===== src/rtl/router_pkg.sv =====
// Shared constants, helper function and types for the N-output router
// synchroniser (router_sync_n) and its per-output timeout counters.
package router_pkg;

    localparam int ROUTER_NUM_PORTS = 3;
    localparam int ROUTER_ADDR_W    = 2;
    localparam int ROUTER_TIMEOUT   = 30;

    // Ceiling log2. clog2(TIMEOUT+1) gives the smallest CNT_W with 2**CNT_W > TIMEOUT.
    function automatic int clog2(input int value);
        int r;
        int v;
        r = 0;
        v = value - 1;
        while (v > 0) begin
            r = r + 1;
            v = v >> 1;
        end
        return r;
    endfunction

    // Output-port index at the default address width.
    typedef logic [ROUTER_ADDR_W-1:0] port_idx_t;

endpackage


===== src/rtl/router_sync_n_if.sv =====
// Bus between the router FSM/FIFO bank and router_sync_n.
//
// Handshake semantics: write_enb_reg is a write request that is qualified
// combinationally into the one-hot write_enb. There is no back-pressure
// on that path; the FSM uses fifo_full to stall itself. On the read side,
// vld_out[i] is valid and read_enb[i] is the consumer's ready/accept.
// Any cycle with valid=1 and ready=0 counts as a stall cycle.
interface router_sync_n_if #(
    parameter int NUM_PORTS = 3,
    parameter int ADDR_W    = 2
);
    logic                 detect_add;
    logic [ADDR_W-1:0]    data_in;
    logic                 write_enb_reg;
    logic [NUM_PORTS-1:0] full;
    logic [NUM_PORTS-1:0] empty;
    logic [NUM_PORTS-1:0] read_enb;
    logic [NUM_PORTS-1:0] vld_out;
    logic                 fifo_full;
    logic [NUM_PORTS-1:0] write_enb;
    logic [NUM_PORTS-1:0] soft_reset;
    logic                 addr_err;

    // Traffic side: the FSM, the FIFOs and the consumers.
    modport master (
        output detect_add, data_in, write_enb_reg, full, empty, read_enb,
        input  vld_out, fifo_full, write_enb, soft_reset, addr_err
    );

    // Router synchroniser side.
    modport slave (
        input  detect_add, data_in, write_enb_reg, full, empty, read_enb,
        output vld_out, fifo_full, write_enb, soft_reset, addr_err
    );
endinterface


===== src/rtl/router_timeout_ctr.sv =====
// Stall-timeout counter for one router output. It pulses soft_reset for
// one cycle after TIMEOUT consecutive edges where the output holds data
// and the consumer does not read it.
module router_timeout_ctr #(
    parameter int TIMEOUT = 30,
    parameter int CNT_W   = 5
) (
    input  logic clock,
    input  logic resetn,
    input  logic vld,
    input  logic rd,
    output logic soft_reset
);

    localparam logic [CNT_W-1:0] LAST = CNT_W'(TIMEOUT - 1);

    logic [CNT_W-1:0] count_q, count_d;
    logic             soft_reset_q, soft_reset_d;

    // Next state: count stalled edges, then wrap to 0 and fire on the last one.
    always_comb begin
        count_d      = '0;
        soft_reset_d = 1'b0;
        if (vld && !rd) begin
            if (count_q == LAST) begin
                count_d      = '0;
                soft_reset_d = 1'b1;
            end else begin
                count_d      = count_q + 1'b1;
            end
        end
    end

    // State register, cleared asynchronously.
    always_ff @(posedge clock or negedge resetn) begin
        if (!resetn) begin
            count_q      <= '0;
            soft_reset_q <= 1'b0;
        end else begin
            count_q      <= count_d;
            soft_reset_q <= soft_reset_d;
        end
    end

    assign soft_reset = soft_reset_q;

endmodule


===== src/rtl/router_sync_n.sv =====
// router_sync_n: N-output router synchroniser. It latches the packet
// destination on header detect, steers the FIFO write enable, and muxes
// the full flag back. It also drives per-output valid and runs one stall
// timeout per output.
// Optional build macro ROUTER_SYNC_DEST_LOCK_EN: while write_enb_reg is high,
// detect_add is ignored, so an in-flight packet cannot be retargeted.
module router_sync_n
    import router_pkg::*;
#(
    parameter int NUM_PORTS = ROUTER_NUM_PORTS,
    parameter int ADDR_W    = ROUTER_ADDR_W,
    parameter int TIMEOUT   = ROUTER_TIMEOUT,
    parameter int CNT_W     = clog2(ROUTER_TIMEOUT + 1)
) (
    input  logic            clock,
    input  logic            resetn,
    router_sync_n_if.slave  bus
);

    // Compare addresses one bit wider than the field, so NUM_PORTS == 2**ADDR_W fits.
    localparam logic [ADDR_W:0] NP_CMP = (ADDR_W + 1)'(NUM_PORTS);

    logic [ADDR_W-1:0]    dest_q, dest_d;
    logic                 dest_ok_q, dest_ok_d;
    logic                 addr_err_q, addr_err_d;
    logic                 take_hdr;
    logic                 in_range;
    logic [NUM_PORTS-1:0] write_enb_w;
    logic                 fifo_full_w;
    logic [NUM_PORTS-1:0] soft_reset_w;

    assign in_range = ({1'b0, bus.data_in} < NP_CMP);

`ifdef ROUTER_SYNC_DEST_LOCK_EN
    assign take_hdr = bus.detect_add && !bus.write_enb_reg;
`else
    assign take_hdr = bus.detect_add;
`endif

    // Destination latch next state. addr_err is a pulse, low unless a header is taken.
    always_comb begin
        dest_d     = dest_q;
        dest_ok_d  = dest_ok_q;
        addr_err_d = 1'b0;
        if (take_hdr) begin
            dest_d     = bus.data_in;
            dest_ok_d  = in_range;
            addr_err_d = !in_range;
        end
    end

    // Destination registers, cleared asynchronously so a post-reset write goes nowhere.
    always_ff @(posedge clock or negedge resetn) begin
        if (!resetn) begin
            dest_q     <= '0;
            dest_ok_q  <= 1'b0;
            addr_err_q <= 1'b0;
        end else begin
            dest_q     <= dest_d;
            dest_ok_q  <= dest_ok_d;
            addr_err_q <= addr_err_d;
        end
    end

    // Zero-latency one-hot write steering and full-flag mux for the latched destination.
    always_comb begin
        write_enb_w = '0;
        fifo_full_w = 1'b0;
        for (int i = 0; i < NUM_PORTS; i++) begin
            if (dest_ok_q && (dest_q == ADDR_W'(i))) begin
                write_enb_w[i] = bus.write_enb_reg;
                fifo_full_w    = bus.full[i];
            end
        end
    end

    // One independent stall-timeout counter per output.
    for (genvar g = 0; g < NUM_PORTS; g++) begin : g_tmo
        router_timeout_ctr #(
            .TIMEOUT (TIMEOUT),
            .CNT_W   (CNT_W)
        ) u_ctr (
            .clock      (clock),
            .resetn     (resetn),
            .vld        (!bus.empty[g]),
            .rd         (bus.read_enb[g]),
            .soft_reset (soft_reset_w[g])
        );
    end

    assign bus.vld_out    = ~bus.empty;
    assign bus.write_enb  = write_enb_w;
    assign bus.fifo_full  = fifo_full_w;
    assign bus.soft_reset = soft_reset_w;
    assign bus.addr_err   = addr_err_q;

endmodule


===== src/flat_wrapper.sv =====
// flat-port wrapper written by rule: the top's interface ports become plain ports
module router_sync_n_flat import router_pkg::*;
#(
    parameter int NUM_PORTS = ROUTER_NUM_PORTS,
    parameter int ADDR_W    = ROUTER_ADDR_W,
    parameter int TIMEOUT   = ROUTER_TIMEOUT,
    parameter int CNT_W     = clog2(ROUTER_TIMEOUT + 1)
)
  (clock, resetn, bus_detect_add, bus_data_in, bus_write_enb_reg, bus_full, bus_empty, bus_read_enb, bus_vld_out, bus_fifo_full, bus_write_enb, bus_soft_reset, bus_addr_err);
  router_sync_n_if #(.NUM_PORTS(NUM_PORTS), .ADDR_W(ADDR_W)) bus_i ();
  input  logic clock;
  input  logic resetn;
  input wire logic [$bits(bus_i.detect_add)-1:0] bus_detect_add;
  input wire logic [$bits(bus_i.data_in)-1:0] bus_data_in;
  input wire logic [$bits(bus_i.write_enb_reg)-1:0] bus_write_enb_reg;
  input wire logic [$bits(bus_i.full)-1:0] bus_full;
  input wire logic [$bits(bus_i.empty)-1:0] bus_empty;
  input wire logic [$bits(bus_i.read_enb)-1:0] bus_read_enb;
  output wire logic [$bits(bus_i.vld_out)-1:0] bus_vld_out;
  output wire logic [$bits(bus_i.fifo_full)-1:0] bus_fifo_full;
  output wire logic [$bits(bus_i.write_enb)-1:0] bus_write_enb;
  output wire logic [$bits(bus_i.soft_reset)-1:0] bus_soft_reset;
  output wire logic [$bits(bus_i.addr_err)-1:0] bus_addr_err;
  assign bus_i.detect_add = bus_detect_add;
  assign bus_i.data_in = bus_data_in;
  assign bus_i.write_enb_reg = bus_write_enb_reg;
  assign bus_i.full = bus_full;
  assign bus_i.empty = bus_empty;
  assign bus_i.read_enb = bus_read_enb;
  assign bus_vld_out = bus_i.vld_out;
  assign bus_fifo_full = bus_i.fifo_full;
  assign bus_write_enb = bus_i.write_enb;
  assign bus_soft_reset = bus_i.soft_reset;
  assign bus_addr_err = bus_i.addr_err;
  router_sync_n #(.NUM_PORTS(NUM_PORTS), .ADDR_W(ADDR_W), .TIMEOUT(TIMEOUT), .CNT_W(CNT_W)) u_core (.clock(clock), .resetn(resetn), .bus(bus_i));
endmodule

===== config.mk =====
export PLATFORM = sky130hd
export DESIGN_NAME = router_sync_n_flat
export DESIGN_NICKNAME = d
export VERILOG_FILES = /design/src/rtl/router_pkg.sv /design/src/rtl/router_sync_n_if.sv /design/src/rtl/router_timeout_ctr.sv /design/src/rtl/router_sync_n.sv /design/src/flat_wrapper.sv
export SDC_FILE = /design/constraint.sdc
export NUM_CORES = 1
export LEC_CHECK = 0
export CAP_MARGIN = 30
export CORE_MARGIN = 2
export CORE_UTILIZATION = 47
export DETAILED_ROUTE_END_ITERATION = 8
export PLACE_DENSITY_LB_ADDON = 0.15
export SLEW_MARGIN = 5
export SYNTH_ARGS = -nofsm -noshare
export SYNTH_HDL_FRONTEND = slang
export SYNTH_SLANG_ARGS = --single-unit
export TNS_END_PERCENT = 100

===== constraint.sdc =====
create_clock -name clock -period 1.4 [get_ports clock]
set_input_delay 0.35 -clock clock [delete_from_list [all_inputs] [get_ports clock]]
set_output_delay 0.35 -clock clock [all_outputs]
set_load 0.05 [all_outputs]

### Yosys cells after proc, flatten, opt, wreduce, memory -nomap -nowiden

Cells that the tools add are included.

| storage, ports and cells | value |
|---|---|
| register bits | 22 |
| latch bits | 0 |
| memory bits (writable) | 0 |
| memory bits (read-only) | 0 |
| input bits | 15 |
| output and inout port bits | 11 |
| logic and storage cells | 52 |
| memories | 0 |

| operators by class | value |
|---|---|
| add/subtract/negate cells | 3 |
| multiply operators | 0 |
| divide/modulo/power cells | 0 |
| $lt $le $gt $ge | 1 |
| equal/unequal tests | 5 |
| shift-type cells | 0 |
| mux-type cells | 19 |
| bitwise operators | 1 |
| reductions and logical operators | 14 |

Operators by type and width:

| operator | number |
|---|---|
| 5-bit 2-to-1 mux | 6 |
| 5-bit by 1-bit adder with 5-bit output (second input constant) | 3 |
| 5-bit equality test (second input constant) | 3 |
| 1-bit 2-to-1 mux | 13 |
| 1-bit zero test | 7 |
| 1-bit logical AND | 6 |
| 3-bit NOT | 1 |
| 2-bit by 1-bit equality test with 1-bit output (second input constant) | 1 |
| 2-bit equality test (second input constant) | 1 |
| 2-bit zero test | 1 |
| 2-bit < comparator (second input constant) | 1 |

### Logic depth before layout (Yosys ltp)

| depth | value |
|---|---|
| depth after elaboration | 5 |
| mapped depth | 5 |
| mapped depth without buffers | 5 |

### Modules after synthesis

A second synthesis with hierarchy kept.

| unflattened totals | value |
|---|---|
| cell total of the unflattened synthesis | 87 |
| area total of the unflattened synthesis | 973.4 µm² |

By module, submodules not included:

| module | times used | cells each | area each (µm²) | seq. area each (µm²) |
|---|---|---|---|---|
| router_timeout_ctr | 3 | 22 | 255.2 | 150.1 |
| router_sync_n | 1 | 21 | 207.7 | 100.1 |

### Worst setup path after synthesis

Ideal clock, no wire load.

| path | value |
|---|---|
| kind | in2out |
| from | input bus_write_enb_reg |
| to | output bus_write_enb[2] |
| arrival time | 1589 ps |
| data required time | 1050 ps |
| slack | -539 ps |
| cell stages on the path | 2 |
| buffers on the path | 0 |
| path through | nand2_1 -> nor3b_1 |

| between the ends | value |
|---|---|
| word-level cells in the longest chain between the ends | 1 |

Ends and longest elaborated chain:

| what | line | text |
|---|---|---|
| from (decl) | flat_wrapper.sv:15 | `input wire logic [$bits(bus_i.write_enb_reg)-1:0] bus_write_enb_reg;` |
| 1-bit 2-to-1 mux | router_sync_n.sv:70 | `if (dest_ok_q && (dest_q == ADDR_W'(i))) begin` |
| to (decl) | flat_wrapper.sv:21 | `output wire logic [$bits(bus_i.write_enb)-1:0] bus_write_enb;` |

Every way passes these cells.

### Worst setup path after layout

| path | value |
|---|---|
| from | input bus_full[2] |
| to | output bus_fifo_full |

| between the ends | value |
|---|---|
| word-level cells in the longest chain between the ends | 1 |

Ends and longest elaborated chain:

| what | line | text |
|---|---|---|
| from (decl) | flat_wrapper.sv:16 | `input wire logic [$bits(bus_i.full)-1:0] bus_full;` |
| 1-bit 2-to-1 mux | router_sync_n.sv:70 |  |
| to (decl) | flat_wrapper.sv:20 | `output wire logic [$bits(bus_i.fifo_full)-1:0] bus_fifo_full;` |

Every way passes these cells.

==> impl_metrics.tcl <==
set metrics [dict create \
    hold_buffers 0 \
    grt_pass1_wl_um 3280 \
    wl_per_cell_um 12.2 \
    grt_pass1_vias 774 \
    syn_area_mm2 0.00100 \
    critical_path.endpoint "bus_fifo_full" \
    place_ws_ns -0.337 \
    synth_area_leaders "dfrtp_1, ha_1, nor2_1, xor2_1, buf_4" \
    finalSetupViolations 4 \
    path_depth 5 \
    gp_congestion 0.711 \
    cts-buffers-inserted 3 \
    grt_util_all_layers_pct 17.2 \
    synth_cells 95 \
    critical_path_buf_inv_count 2 \
    synthArstFlopShare_pct 100 \
    rows 16 \
    r2r_slack_ns 0.28 \
    critPathKind "in -> out" \
    hp-class "in -> reg" \
    synth_warnings 0 \
    synthAdderAreaFrac_pct 7.48 \
    fin_area_mm2 0.00149 \
    yosysUniqueCellTypes 18 \
    end_kind "output pin" \
    violations "setup timing" \
    fin_util_pct 75.4 \
    root_buffer "clkbuf_4" \
    maxCapViolCount 0 \
    rsz0062_at_grt "yes" \
    cp_data_arrival_time_ns 1.31 \
    yosys_register_bits 22 \
    drtIter0Drc 6 \
    clock_path_buffers 2 \
    muxShareOfSynthArea_pct 3.24 \
    yosys_most_used_dff "dfrtp_1" \
    slew_headroom_pct 81.9 \
    synth_fp_nets 116 \
    hold_viol 0 \
    clkTransAtPathRegs_ns 0.12 \
    final_nets 146 \
    synth_compound_area_share_pct 0.499 \
    synth_edf_count 0 \
    synthTopCellsByCount "dfrtp_1, nor2_1" \
    port_buffers 25 \
    ys_seq_area_share_pct 54.9 \
    post-route-min-period_ns 1.66 \
    dieArea_mm2 0.00252 \
    n_antenna_cell 0 \
    synth_top_area_share_pct 54.9 \
    wl_um 1850 \
    vdd_ir_drop_max_uv 656 \
    cts_tree "done" \
    r2r-start "u_core.g_tmo[0].u_ctr.count_q[0]" \
    p_leak_nw 0.693 \
    period_share_pct 118 \
    htreeDepth 1 \
    reg2reg_to "u_core.g_tmo[0].u_ctr.count_q[4]" \
    cpPeakStageDelay_ns 0.47 \
    worstMarginPinSlew_ns 0.271 \
    core_mm2 0.00198 \
    grt_overflow_total 0 \
    place_hpwl_um 1420 \
    vias 734 \
    dieWidth_um 50.2 \
    slowest_stage "clkdlybuf4s50_1" \
    synth_xor_area_share_pct 7.86 \
    antenna_left 0 \
    fin_skew_ns 0.00229 \
    setup_tns_ns -0.820 \
    areaGrowthSynthToFinish_pct 48.9 \
    yosysMostFrequentCell "dfrtp_1" \
    clk_latency_ns 0.30 \
    cp_max_fo 1 \
    start_util_pct 50.6 \
    setup_ws_ns -0.257 \
    synth_top_family_by_area "simple AND/OR/NAND/NOR gates" \
    die_h_um 50.2 \
    clock-sinks 22 \
    cp_cell_sequence "clkdlybuf4s50_1 -> mux2i_1 -> o21ai_1 -> and2_4 -> buf_12" \
    start_kind "input port" \
    max_freq_mhz 603 \
    first_pass_iters 4 \
    synth-simple-area-share_pct 19.3 \
    syn-mean-instance-area_um2 10.6 \
    vias_per_cell 4.86 \
    antenna_found_initial 0 \
    powerDensity_mw_per_mm2 942 \
    dpl_cell_area_mm2 0.00141 \
    r2r_cells 4 \
    run_status "complete, but fails checks" \
    drv_slew 0 \
    drc 0 \
    cp.required_ns 1.05 \
    drive_gt1_share_pct 25.0 \
    cp_top_family "buffers and inverters" \
    synth_top_area_cell "dfrtp_1" \
    grt_max_degree 23 \
    io-pin-count 26 \
    startpoint "bus_full[2]" \
]
repair_timing:
item	4_1_cts	5_1_grt
gates resized for setup	9	6
buffers inserted	0	1
setup endpoints to repair	7	5
pin swaps	4	1
state kept, by name (all words and copies together), names as in the netlist:
name                           count
u_core.dest_q                      2
u_core.g_tmo.u_ctr.soft_reset      3
u_core.bus.addr_err                1
u_core.dest_ok_q                   1
u_core.g_tmo.u_ctr.count_q        15
worst min path at each step:
stage / start / endpoint / slack (ns) / depth (start not counted)
floorplan: resetn / u_core.bus.addr_err / 0.05 / 0
global placement: u_core.g_tmo[2].u_ctr.count_q[0] / u_core.g_tmo[2].u_ctr.count_q[0] / 0.48 / 1
detailed placement: u_core.g_tmo[1].u_ctr.count_q[0] / u_core.g_tmo[1].u_ctr.count_q[0] / 0.49 / 1
CTS: resetn / u_core.g_tmo[1].u_ctr.count_q[0] / 0.37 / 2
global route: bus_empty[1] / u_core.g_tmo[1].u_ctr.soft_reset / 0.35 / 3
finish: bus_empty[1] / u_core.g_tmo[1].u_ctr.soft_reset / 0.36 / 3
cells in the final DEF (no fill, tap or decap):
cell,instances
and2_4,1
and3_1,1
buf_12,11
buf_4,5
buf_6,1
bufinv_16,1
clkbuf_4,3
clkdlybuf4s50_1,10
dfrtp_1,20
dfrtp_2,2
dlygate4sd2_1,3
dlymetal6s2s_1,1
ha_1,6
inv_1,3
inv_2,3
mux2_1,2
mux2i_1,1
nand2_1,3
nand2_2,1
nand3_1,6
nand3b_1,1
nand4_1,3
nor2_1,20
nor3_1,3
nor3_4,1
nor3b_4,2
o21ai_1,1
xnor2_1,3
xor2_1,6
area by class of cell:
cell class	instances	area, um^2
sequential	22	553
timing repair buffer	31	408
fill	135	488
tap	27	33.8
clock buffer	3	22.5
inverter	6	22.5
multi-input combinational	61	424
clock inverter	1	30.0
stage by stage:
stage                     std cells  power, mW  hold WS [ns]
after CTS                       150       1.42         0.368
after floorplan                  95      0.786        0.0544
after global routing            151       1.47         0.355
after detailed placement        146      0.931         0.492
final                           151       1.41         0.363
after global placement          146      0.922         0.477
where the power goes:
part | switching, mW | internal, mW | total [mW] | leakage (nW)
logic | 0.126 | 0.136 | 0.262 | 0.371
registers | 0.0231 | 0.653 | 0.677 | 0.293
clock network | 0.180 | 0.289 | 0.469 | 0.0279
tightest hold or removal path: stages:
cell	delay [ns]
dlymetal6s2s_1	0.12
buf_4	0.13
nor3_1	0.04
cell families (layout without fill, tap and decap cells):
family | Yosys count | count (layout)
buffers and inverters | 12 | 41
AOI/OAI and AO/OA | 1 | 1
xor gates and xnor gates | 9 | 9
adders and majority gates | 6 | 6
muxes | 3 | 3
DFF | 22 | 22
and+or+nand+nor | 42 | 42
per-layer routing:
metal	track usage, %	up-vias	routed length, um
li1	-	361	-
met1	19.6	350	774
met2	32.0	23	970
met3	3.27	0	103
met4	5.56	0	0
met5	0	-	0
Power figures use the tool's default switching activity.
